### src/rtl/jt08_adpcm_dec_if.sv
// Slot bus between the channel sequencer, the ADPCM-A decoder and the channel accumulator.
interface jt08_adpcm_dec_if;
    logic        cen;
    logic [5:0]  cur_ch;
    logic [5:0]  chon;
    logic [5:0]  clr;
    logic        adv;
    logic [3:0]  data;
    logic [15:0] pcm_out;
    logic        en_sum;
    logic [5:0]  out_ch;

    modport master (
        output cen, cur_ch, chon, clr, adv, data,
        input  pcm_out, en_sum, out_ch
    );

    modport slave (
        input  cen, cur_ch, chon, clr, adv, data,
        output pcm_out, en_sum, out_ch
    );
endinterface

### src/rtl/jt08_adpcm_dec.sv
// Six-channel time-multiplexed ADPCM-A decoder: one nibble per slot, output one slot later.
module jt08_adpcm_dec #(
    parameter int MAXIDX = 48
) (
    input  logic             rst,
    input  logic             clk,
    jt08_adpcm_dec_if.slave  bus
);

    logic signed [11:0] acc [6];
    logic        [5:0]  idx [6];

    logic               one_hot;
    logic [2:0]         k;
    logic               chon_k;
    logic               clr_k;
    logic signed [11:0] sel_acc;
    logic [5:0]         sel_idx;
    logic [10:0]        step;
    logic [14:0]        prod;
    logic [12:0]        delta;
    logic signed [13:0] acc_ext;
    logic signed [13:0] sum;
    logic signed [11:0] sat;
    logic signed [6:0]  adj;
    logic signed [6:0]  idx_sum;
    logic [5:0]         idx_new;
    logic               decode;
    logic               write_en;
    logic signed [11:0] next_acc;
    logic [5:0]         next_idx;

    function automatic logic [10:0] step_of(input logic [5:0] i);
        case (i)
            6'd0:  step_of = 11'd16;   6'd1:  step_of = 11'd17;
            6'd2:  step_of = 11'd19;   6'd3:  step_of = 11'd21;
            6'd4:  step_of = 11'd23;   6'd5:  step_of = 11'd25;
            6'd6:  step_of = 11'd28;   6'd7:  step_of = 11'd31;
            6'd8:  step_of = 11'd34;   6'd9:  step_of = 11'd37;
            6'd10: step_of = 11'd41;   6'd11: step_of = 11'd45;
            6'd12: step_of = 11'd50;   6'd13: step_of = 11'd55;
            6'd14: step_of = 11'd60;   6'd15: step_of = 11'd66;
            6'd16: step_of = 11'd73;   6'd17: step_of = 11'd80;
            6'd18: step_of = 11'd88;   6'd19: step_of = 11'd97;
            6'd20: step_of = 11'd107;  6'd21: step_of = 11'd118;
            6'd22: step_of = 11'd130;  6'd23: step_of = 11'd143;
            6'd24: step_of = 11'd157;  6'd25: step_of = 11'd173;
            6'd26: step_of = 11'd190;  6'd27: step_of = 11'd209;
            6'd28: step_of = 11'd230;  6'd29: step_of = 11'd253;
            6'd30: step_of = 11'd279;  6'd31: step_of = 11'd307;
            6'd32: step_of = 11'd337;  6'd33: step_of = 11'd371;
            6'd34: step_of = 11'd408;  6'd35: step_of = 11'd449;
            6'd36: step_of = 11'd494;  6'd37: step_of = 11'd544;
            6'd38: step_of = 11'd598;  6'd39: step_of = 11'd658;
            6'd40: step_of = 11'd724;  6'd41: step_of = 11'd796;
            6'd42: step_of = 11'd876;  6'd43: step_of = 11'd963;
            6'd44: step_of = 11'd1060; 6'd45: step_of = 11'd1166;
            6'd46: step_of = 11'd1282; 6'd47: step_of = 11'd1411;
            default: step_of = 11'd1552;
        endcase
    endfunction

    always_comb begin
        k = 3'd0;
        for (int i = 0; i < 6; i++)
            if (bus.cur_ch[i]) k = 3'(i);
    end

    assign one_hot = $onehot(bus.cur_ch);
    assign chon_k  = bus.chon[k];
    assign clr_k   = bus.clr[k];
    assign sel_acc = acc[k];
    assign sel_idx = idx[k];

    // delta = floor(step * (2*mag+1) / 8); the product of an 11-bit step and a 4-bit odd factor fits 15 bits
    assign step    = step_of(sel_idx);
    assign prod    = 15'(step) * 15'({bus.data[2:0], 1'b1});
    assign delta   = 13'(prod >> 3);
    assign acc_ext = 14'(sel_acc);
    assign sum     = bus.data[3] ? acc_ext - $signed({1'b0, delta})
                                 : acc_ext + $signed({1'b0, delta});

    always_comb begin
        if (sum > 14'sd2047)
            sat = 12'sd2047;
        else if (sum < -14'sd2048)
            sat = -12'sd2048;
        else
            sat = sum[11:0];
    end

    always_comb begin
        case (bus.data[2:0])
            3'd4:    adj = 7'sd2;
            3'd5:    adj = 7'sd5;
            3'd6:    adj = 7'sd7;
            3'd7:    adj = 7'sd9;
            default: adj = -7'sd1;
        endcase
    end

    assign idx_sum = $signed({1'b0, sel_idx}) + adj;

    always_comb begin
        if (idx_sum < 7'sd0)
            idx_new = 6'd0;
        else if (idx_sum > $signed(7'(MAXIDX)))
            idx_new = 6'(MAXIDX);
        else
            idx_new = idx_sum[5:0];
    end

    // clr wins over a nibble; a nibble on a keyed-off channel is dropped
    assign decode   = bus.adv && chon_k;
    assign write_en = one_hot && (clr_k || decode);

    always_comb begin
        next_acc = sel_acc;
        next_idx = sel_idx;
        if (clr_k) begin
            next_acc = 12'sd0;
            next_idx = 6'd0;
        end else if (decode) begin
            next_acc = sat;
            next_idx = idx_new;
        end
    end

    always_ff @(posedge clk or posedge rst) begin
        if (rst) begin
            for (int i = 0; i < 6; i++) begin
                acc[i] <= 12'sd0;
                idx[i] <= 6'd0;
            end
            bus.pcm_out <= 16'd0;
            bus.en_sum  <= 1'b0;
            bus.out_ch  <= 6'd0;
        end else if (bus.cen) begin
            for (int i = 0; i < 6; i++) begin
                if (write_en && k == 3'(i)) begin
                    acc[i] <= next_acc;
                    idx[i] <= next_idx;
                end
            end
            bus.out_ch <= bus.cur_ch;
            if (one_hot && chon_k) begin
                bus.pcm_out <= {next_acc, 4'b0000};
                bus.en_sum  <= 1'b1;
            end else begin
                bus.pcm_out <= 16'd0;
                bus.en_sum  <= 1'b0;
            end
        end
    end

endmodule
### src/flat_wrapper.sv
// flat-port wrapper written by rule: the top's interface ports become plain ports
module jt08_adpcm_dec_flat 
#(
    parameter int MAXIDX = 48
)
  (rst, clk, bus_cen, bus_cur_ch, bus_chon, bus_clr, bus_adv, bus_data, bus_pcm_out, bus_en_sum, bus_out_ch);
  jt08_adpcm_dec_if bus_i ();
  input  logic rst;
  input  logic clk;
  input wire logic [$bits(bus_i.cen)-1:0] bus_cen;
  input wire logic [$bits(bus_i.cur_ch)-1:0] bus_cur_ch;
  input wire logic [$bits(bus_i.chon)-1:0] bus_chon;
  input wire logic [$bits(bus_i.clr)-1:0] bus_clr;
  input wire logic [$bits(bus_i.adv)-1:0] bus_adv;
  input wire logic [$bits(bus_i.data)-1:0] bus_data;
  output wire logic [$bits(bus_i.pcm_out)-1:0] bus_pcm_out;
  output wire logic [$bits(bus_i.en_sum)-1:0] bus_en_sum;
  output wire logic [$bits(bus_i.out_ch)-1:0] bus_out_ch;
  assign bus_i.cen = bus_cen;
  assign bus_i.cur_ch = bus_cur_ch;
  assign bus_i.chon = bus_chon;
  assign bus_i.clr = bus_clr;
  assign bus_i.adv = bus_adv;
  assign bus_i.data = bus_data;
  assign bus_pcm_out = bus_i.pcm_out;
  assign bus_en_sum = bus_i.en_sum;
  assign bus_out_ch = bus_i.out_ch;
  jt08_adpcm_dec #(.MAXIDX(MAXIDX)) u_core (.rst(rst), .clk(clk), .bus(bus_i));
endmodule
### config.mk
export PLATFORM = sky130hd
export DESIGN_NAME = jt08_adpcm_dec_flat
export DESIGN_NICKNAME = d
export VERILOG_FILES = /design/src/rtl/jt08_adpcm_dec_if.sv /design/src/rtl/jt08_adpcm_dec.sv /design/src/flat_wrapper.sv
export SDC_FILE = /design/constraint.sdc
export NUM_CORES = 1
export LEC_CHECK = 0
export ABC_AREA = 0
export BUFFER_PORTS_ARGS = -buffer_cell sky130_fd_sc_hd__buf_4
export CELL_PAD_IN_SITES_DETAIL_PLACEMENT = 1
export CELL_PAD_IN_SITES_GLOBAL_PLACEMENT = 1
export CORE_UTILIZATION = 53
export CTS_BUF_LIST = sky130_fd_sc_hd__clkbuf_4 sky130_fd_sc_hd__clkbuf_8
export DETAILED_ROUTE_END_ITERATION = 10
export PLACE_DENSITY_LB_ADDON = 0.1
export SLEW_MARGIN = 20
export SYNTH_ARGS = -nofsm -noshare
export SYNTH_HDL_FRONTEND = slang
export SYNTH_SLANG_ARGS = --single-unit
export TNS_END_PERCENT = 30
### constraint.sdc
create_clock -name clk -period 17.7 [get_ports clk]
set_clock_uncertainty 0.1 [all_clocks]
set_input_delay 1.77 -clock clk [delete_from_list [all_inputs] [get_ports clk]]
set_output_delay 1.77 -clock clk [all_outputs]
set_load 0.03 [all_outputs]
# ---- After elaboration in Yosys (flattened, before gate mapping)
# Memory sizes are Yosys's and may differ from the RTL's.
# Index checks and enable logic that the tools add are counted.
# Widths: inputs -> output; s select.
dict set report word_totals {
  ff_bits 131
  latchBits 0
  ramBits 0
  rom_bits 704
  input_bits 26
  output_inout_bits 23
  elab_cells 86
  mem_count 1
}
# memory depth width read_ports rd_ports_with_merged_regs wr line
set memory_table {}
lappend memory_table {{(name not given)} 64 11 1 0 0 jt08_adpcm_dec.sv:34} ;# case (i)
dict set report classes {
  addsub 8
  multipliers 1
  div_mod_pow 0
  order_cmp 6
  n_eq_ne 10
  shifts 0
  mux 27
  n_bitwise 1
  n_reduce_logical 17
}
# operator n
set ops {}
lappend ops {{$mux 12} 6}
lappend ops {{$bmux 12 s3} 1}
lappend ops {{$mux 6} 6}
lappend ops {{$pmux 7 s4} 1}
lappend ops {{$bmux 6 s3} 1}
lappend ops {{$eq 3x3->1 const B} 6}
lappend ops {{$mux 16} 1}
lappend ops {{$mul 11x4->15} 1}
lappend ops {{$add 12x13->14} 1}
lappend ops {{$gt 14x12->1 const B} 1}
lappend ops {{$lt 14x12->1 const B} 1}
lappend ops {{$mux 14} 1}
lappend ops {{$sub 12x13->14} 1}
lappend ops {{$mux 3} 4}
lappend ops {{$reduce_and 2->1} 6}
lappend ops {{$logic_and 1x1->1} 9}
lappend ops {{$add 7x7->7} 1}
lappend ops {{$gt 7x7->1 const B} 1}
lappend ops {{$lt 7x1->1 const B} 1}
lappend ops {{$add 1x1->2} 3}
lappend ops {{$add 3x3->3} 2}
lappend ops {{$bmux 1 s3} 2}
lappend ops {{$eq 3x1->1 const B} 2}
lappend ops {{$eq 3x2->1 const B} 2}
lappend ops {{6 further kinds} 9}

# ---- Depth between registers and ports, before layout
# An unclocked memory read counts as a cell.
dict set report logic_depth {
  depth_word 19
  depth_mapped 45
  mapped_depth_nobuf 41
}

# ---- Worst setup path after synthesis
# No wires, ideal clock.
dict set report synth_timing {
  kind {input port to flip-flop}
  startpoint {input port bus_cur_ch[3]}
  endpoint {register u_core.bus.pcm_out[6]}
  setup_time_ps 123
  t_arrival_ps 10555
  t_required_ps 17477
  slack_ps 6922
  stages 44
  path_buffers 5
  path_cell_list {inv_2 buf_2 ha_1 or3_1 buf_2 a31o_1 a21oi_2 o32ai_4 inv_2 ha_1 clkbuf_1 inv_1 o211ai_2 a211oi_2 or3_1 and2_1 fa_1 inv_1 [8 not listed] nor4b_1 a32oi_1 o41ai_2 o211ai_1 nand2_1 xnor2_1 ha_1 o21ai_0 a21oi_1 o41ai_1 xnor2_1 and2_1 clkbuf_1 or3_1 o221a_2 buf_2 a22oi_1 o2bb2ai_1}
}
dict set report synth_between {
  elab_chain_cells 17
  elab_cells_between_ends 32
  cone_classes {add/sub (5); mul (1); order compare (2); eq/ne (1); mux (19); bitwise (1); reduce/logical (2); memory (1)}
}
# item line
set synth_lines {}
lappend synth_lines {{from (decl)} flat_wrapper.sv:11} ;# input wire logic [$bits(bus_i.cur_ch)-1:0] bus_cur_ch;
lappend synth_lines {{$mux 3 (3 in series)} jt08_adpcm_dec.sv:66} ;# if (bus.cur_ch[i]) k = 3'(i);
lappend synth_lines {{$not 3->4 (not written as such)} {jt08_adpcm_dec.sv:72, jt08_adpcm_dec.sv:73}}
lappend synth_lines {{$bmux 6 s3} jt08_adpcm_dec.sv:73} ;# assign sel_idx = idx[k];
lappend synth_lines {{$mux 6 (not written as such) (2 in series)} jt08_adpcm_dec.sv:73}
lappend synth_lines {{$mem_v2 64x11} -}
lappend synth_lines {{$mul 11x4->15} jt08_adpcm_dec.sv:77} ;# assign prod = 15'(step) * 15'({bus.data[2:0], 1'b1});
lappend synth_lines {{$add 12x13->14 or $sub 12x13->14 (tied branches)} {jt08_adpcm_dec.sv:81, jt08_adpcm_dec.sv:80}}
lappend synth_lines {{$mux 14} jt08_adpcm_dec.sv:80} ;# assign sum = bus.data[3] ? acc_ext - $signed({1'b0, delta})
lappend synth_lines {{$lt 14x12->1} jt08_adpcm_dec.sv:86} ;# else if (sum < -14'sd2048)
lappend synth_lines {{$mux 12} jt08_adpcm_dec.sv:86}
lappend synth_lines {{$mux 12} jt08_adpcm_dec.sv:84} ;# if (sum > 14'sd2047)
lappend synth_lines {{$mux 12} jt08_adpcm_dec.sv:123} ;# end else if (decode) begin
lappend synth_lines {{$mux 12} jt08_adpcm_dec.sv:120} ;# if (clr_k) begin
lappend synth_lines {{$mux 16 (*)} jt08_adpcm_dec.sv:146} ;# if (one_hot && chon_k) begin
lappend synth_lines {{to (signal assigned)} jt08_adpcm_dec.sv:147} ;# bus.pcm_out <= {next_acc, 4'b0000};
lappend synth_lines {{to (decl)} jt08_adpcm_dec_if.sv:20} ;# output pcm_out, en_sum, out_ch
# Mark *: on every way between the ends. The rest lies on a longest branch, timed or not. The select of a mux whose other input is x is not followed.
# A chain may end at the register's enable or synchronous reset.

# ---- Worst setup path in the final report
dict set report layout_timing {
  startpoint {input port bus_cur_ch[5]}
  endpoint {register u_core.acc[45] in the netlist's numbering}
}
dict set report layout_between {
  elab_chain_cells 14
  elab_cells_between_ends 32
  cone_classes {add/sub (4); mul (1); order compare (2); eq/ne (2); mux (16); bitwise (1); reduce/logical (5); memory (1)}
}
# item line
set layout_lines {}
lappend layout_lines {{$mux 3} jt08_adpcm_dec.sv:66}
lappend layout_lines {{$not 3->4 (not written as such)} {jt08_adpcm_dec.sv:72, jt08_adpcm_dec.sv:73}}
lappend layout_lines {{$bmux 6 s3} jt08_adpcm_dec.sv:73}
lappend layout_lines {{$mux 6 (not written as such) (2 in series)} jt08_adpcm_dec.sv:73}
lappend layout_lines {{$mem_v2 64x11} -}
lappend layout_lines {{$mul 11x4->15} jt08_adpcm_dec.sv:77}
lappend layout_lines {{$add 12x13->14 or $sub 12x13->14 (tied branches)} {jt08_adpcm_dec.sv:81, jt08_adpcm_dec.sv:80}}
lappend layout_lines {{$mux 14} jt08_adpcm_dec.sv:80}
lappend layout_lines {{$lt 14x12->1} jt08_adpcm_dec.sv:86}
lappend layout_lines {{$mux 12} jt08_adpcm_dec.sv:86}
lappend layout_lines {{$mux 12} jt08_adpcm_dec.sv:84}
lappend layout_lines {{$mux 12} jt08_adpcm_dec.sv:123}
lappend layout_lines {{$mux 12} jt08_adpcm_dec.sv:120}
lappend layout_lines {{to (signal, indexed assignment)} jt08_adpcm_dec.sv:141} ;# acc[i] <= next_acc;
lappend layout_lines {{to (decl)} jt08_adpcm_dec.sv:10} ;# logic signed [11:0] acc [6];
# Several ways; a longest one is shown, not always the timed one. The select of a mux whose other input is x is not followed.

==> results_dict.tcl <==
set metrics [dict create \
    status "finished with violations" \
    violations "design-rule violations" \
    ys_top_cells_by_count "nand2_1, dfrtp_1, o21ai_0" \
    yosysTopAreaCellShare_pct 32.3 \
    power_per_cell_area_nw_per_um2 113 \
    arrival_ns 12.72 \
    drv.max_cap_violation_count 0 \
    first_pass_iters 9 \
    ctsResizeCount 0 \
    hpwl_um 22700 \
    max-vdd-ir-drop_uv 63.5 \
    synth_cells 1160 \
    h_tree_levels 4 \
    vias_per_cell 6.56 \
    synthArstFlopShare_pct 100 \
    synth_top_cell_by_area "dfrtp_1" \
    wire_length_of_the_first_global_routing_pass_um 51000 \
    max_slew.worst_pin.slew_ns 1.13 \
    hold_class "flip-flop to flip-flop" \
    grt.overflow.total 0 \
    comb_power_share_pct 50.9 \
    clock_path_buffers 2 \
    fp.dieArea_um2 19100 \
    final_nets 1268 \
    aggregate_negative_setup_slack_ns 0 \
    start_util_pct 54.4 \
    synth_top_family_by_area "compound AO/OA/AOI/OAI gates" \
    share_clk_of_total_power_pct 20.3 \
    cts_hold_buffers 0 \
    synth.area.mux_share_pct 1.96 \
    timing.final.crit_period_ns 12.50 \
    area_delta_synth_final_pct 8.09 \
    synth_area_um2 9850 \
    synthesis.area_per_instance_um2 8.49 \
    slew_viol_final 0 \
    slew_headroom_pct 24.6 \
    postLayoutCoreUtil_pct 58.9 \
    core_area_um2 18100 \
    switching_share_pct 44.7 \
    start_kind "primary input" \
    synth.yosys.warnings 0 \
    n_diodes 0 \
    yosys_most_used_dff "dfrtp_1" \
    share_of_layout_cells_above_drive_strength_1_pct 11.7 \
    finalSetupViolCount 0 \
    dieWidth_um 138 \
    synth_cell_types 86 \
    worst_path_most_repeated_cell "inv_1" \
    die_h_um 138 \
    clock_net_sink_count 127 \
    synth_fa_ha_area_share_pct 11.0 \
    rsz0062_at_grt "false" \
    worst_path_largest_cell_delay_ns 0.82 \
    fmax_ghz 0.0800 \
    fillerInstances 2192 \
    portion_of_the_post_synthesis_area_used_by_sequential_elements_pct 32.3 \
    gp_congestion 0.883 \
    slowest_stage "ha_1" \
    worst_setup_hold_path_clk_slew_ns 0.08 \
    timing.final.crit_share_pct 70.6 \
    wirelength_routed_um 31100 \
    synth-edff-count 0 \
    ios 49 \
    switchingPower_uw 536 \
    p_leak_nw 4.73 \
    worstSkewPairLatency_ns 0.47 \
    io_buffer_count 44 \
    antenna_found_initial 0 \
    routed-via-count 9261 \
    worstSetupPathType "primary input to flip-flop" \
    internal_power_uw 663 \
    groute.usage.overall_pct 33.5 \
    initialDrtViolationCount 774 \
    clock_tree.root_cell "clkbuf_8" \
    route.detailed.wl_per_inst_um 22.1 \
    synthSimpleGateAreaFrac_pct 17.0 \
    cts_inserted_buffers 17 \
    end_kind "flip-flop" \
    ant_nets 0 \
    crit_path_max_fanout 25 \
    detail_route.drc_violations 6 \
    grt_max_degree 69 \
    fp-row-count 49 \
    cts_setup_buffers 0 \
    synth_compound_gate_area_share_pct 28.9 \
    synth_area_in_xor_xnor_pct 3.19 \
    first_global_vias 9513 \
    hold_viol 0 \
    crit_required_ns 17.92 \
    yosys-top-cells-area "dfrtp_1, nand2_1, ha_1, o21ai_0, fa_1" \
    tritoncts "yes" \
    number_of_register_bits_inferred_by_synthesis 127 \
    synth_most_common_cell "nand2_1" \
    sequentialPowerShare_pct 28.8 \
]
-- cell usage in the layout (no fill, tap or decap), types with 14 or more instances in the layout --
| cell | netlist | final |
|---|---|---|
| nand2_1 | 179 | 179 |
| dfrtp_1 | 127 | 127 |
| o21ai_0 | 90 | 90 |
| inv_1 | 73 | 72 |
| nor2_1 | 71 | 70 |
| a21oi_1 | 60 | 60 |
| buf_4 | 4 | 52 |
| ha_1 | 51 | 51 |
| a22o_1 | 31 | 31 |
| o21ai_1 | 30 | 30 |
| and2_1 | 25 | 25 |
| a221oi_1 | 23 | 23 |
| xnor2_1 | 23 | 23 |
| fa_1 | 22 | 22 |
| nand3_1 | 20 | 20 |
| clkbuf_8 | 0 | 18 |
| nor3_1 | 16 | 16 |
| a31oi_1 | 16 | 16 |
| a22oi_1 | 16 | 16 |
| a21o_1 | 14 | 14 |
-- cell type report --
cell class / instances / area, um2 / area share (%)
clock buffer: 20 / 263 / 2.47
multi-input combinational: 893 / 6120 / 57.5
tap: 229 / 287 / 2.69
clock inverter: 12 / 111 / 1.05
inverter: 78 / 295 / 2.77
timing repair buffer: 52 / 390 / 3.67
sequential: 127 / 3180 / 29.9
-- critical path, delay by kind of cell --
kind / cells / cell delay (ns)
adder cells (fa/ha/maj): 5 / 2.55
buffers and inverters: 6 / 1.16
AND/OR/NAND/NOR: 7 / 1.79
AO/OA/AOI/OAI: 16 / 4.44
multiplexers: 2 / 0.62
XOR/XNOR: 2 / 0.35
-- logic make-up (layout without fill, tap and decap cells) --
group,after synthesis,in the layout
other,1,4
XOR/XNOR,35,35
AO/OA/AOI/OAI,394,394
multiplexers,18,18
AND/OR/NAND/NOR,369,369
flip-flops,127,127
buffers and inverters,143,162
adder cells (fa/ha/maj),73,73
-- metrics by stage --
| step | setup WS, ns | cell area [um2] | power (mW) | std cells | hold slack (ns) |
|---|---|---|---|---|---|
| 6_report | 5.20 | 10600 | 1.20 | 1411 | 0.380 |
| 5_1_grt | 4.31 | 10600 | 1.28 | 1411 | 0.406 |
| 4_1_cts | 5.31 | 10600 | 1.19 | 1411 | 0.385 |
| 3_5_place_dp | 4.99 | 10300 | 0.951 | 1379 | 0.364 |
| 3_3_place_gp | 5.27 | 10300 | 0.926 | 1379 | 0.358 |
| 2_1_floorplan | 6.92 | 9860 | 0.794 | 1163 | 0.341 |
-- power by group through the flow --
stage | Sequential, mW | Combinational (mW) | Clock (mW)
2_1_floorplan | 0.349 | 0.445 | 0
3_3_place_gp | 0.348 | 0.578 | 0
3_5_place_dp | 0.349 | 0.602 | 0
4_1_cts | 0.344 | 0.606 | 0.242
5_1_grt | 0.348 | 0.672 | 0.256
6_report | 0.345 | 0.610 | 0.243
-- registers in the layout, summed over array words and instances, names as in the netlist --
register / flops
u_core.idx: 36
u_core.bus.en_sum: 1
u_core.bus.pcm_out: 12
u_core.acc: 72
u_core.bus.out_ch: 6
-- per-layer routing --
| metal | global-route usage (%) | vias to the layer above | wire (um) | part of all wire, % |
|---|---|---|---|---|
| met2 | 56.2 | 293 | 15200 | 49 |
| met4 | 9.46 | 0 | 554 | 1.8 |
| met3 | 4.99 | 49 | 1650 | 5.3 |
| li1 | - | 4206 | - | - |
| met5 | 0 | - | 0 | 0 |
| met1 | 45.1 | 4713 | 13700 | 44 |
-- worst paths after layout --
path                            cells after the start  slack [ns]              to      startpoint
worst min-delay path                                2        0.38  u_core.idx[16]  u_core.idx[16]
worst min register to register                      2        0.38  u_core.idx[16]  u_core.idx[16]
worst max-delay path                               38        5.20  u_core.acc[45]   bus_cur_ch[5]
min in group asynchronous                           2        1.33  u_core.acc[65]             rst
worst max register to register                     34        7.36  u_core.acc[45]   u_core.idx[8]
max in group asynchronous                           3       14.79   u_core.idx[2]             rst
Power figures use the tool's default switching activity.
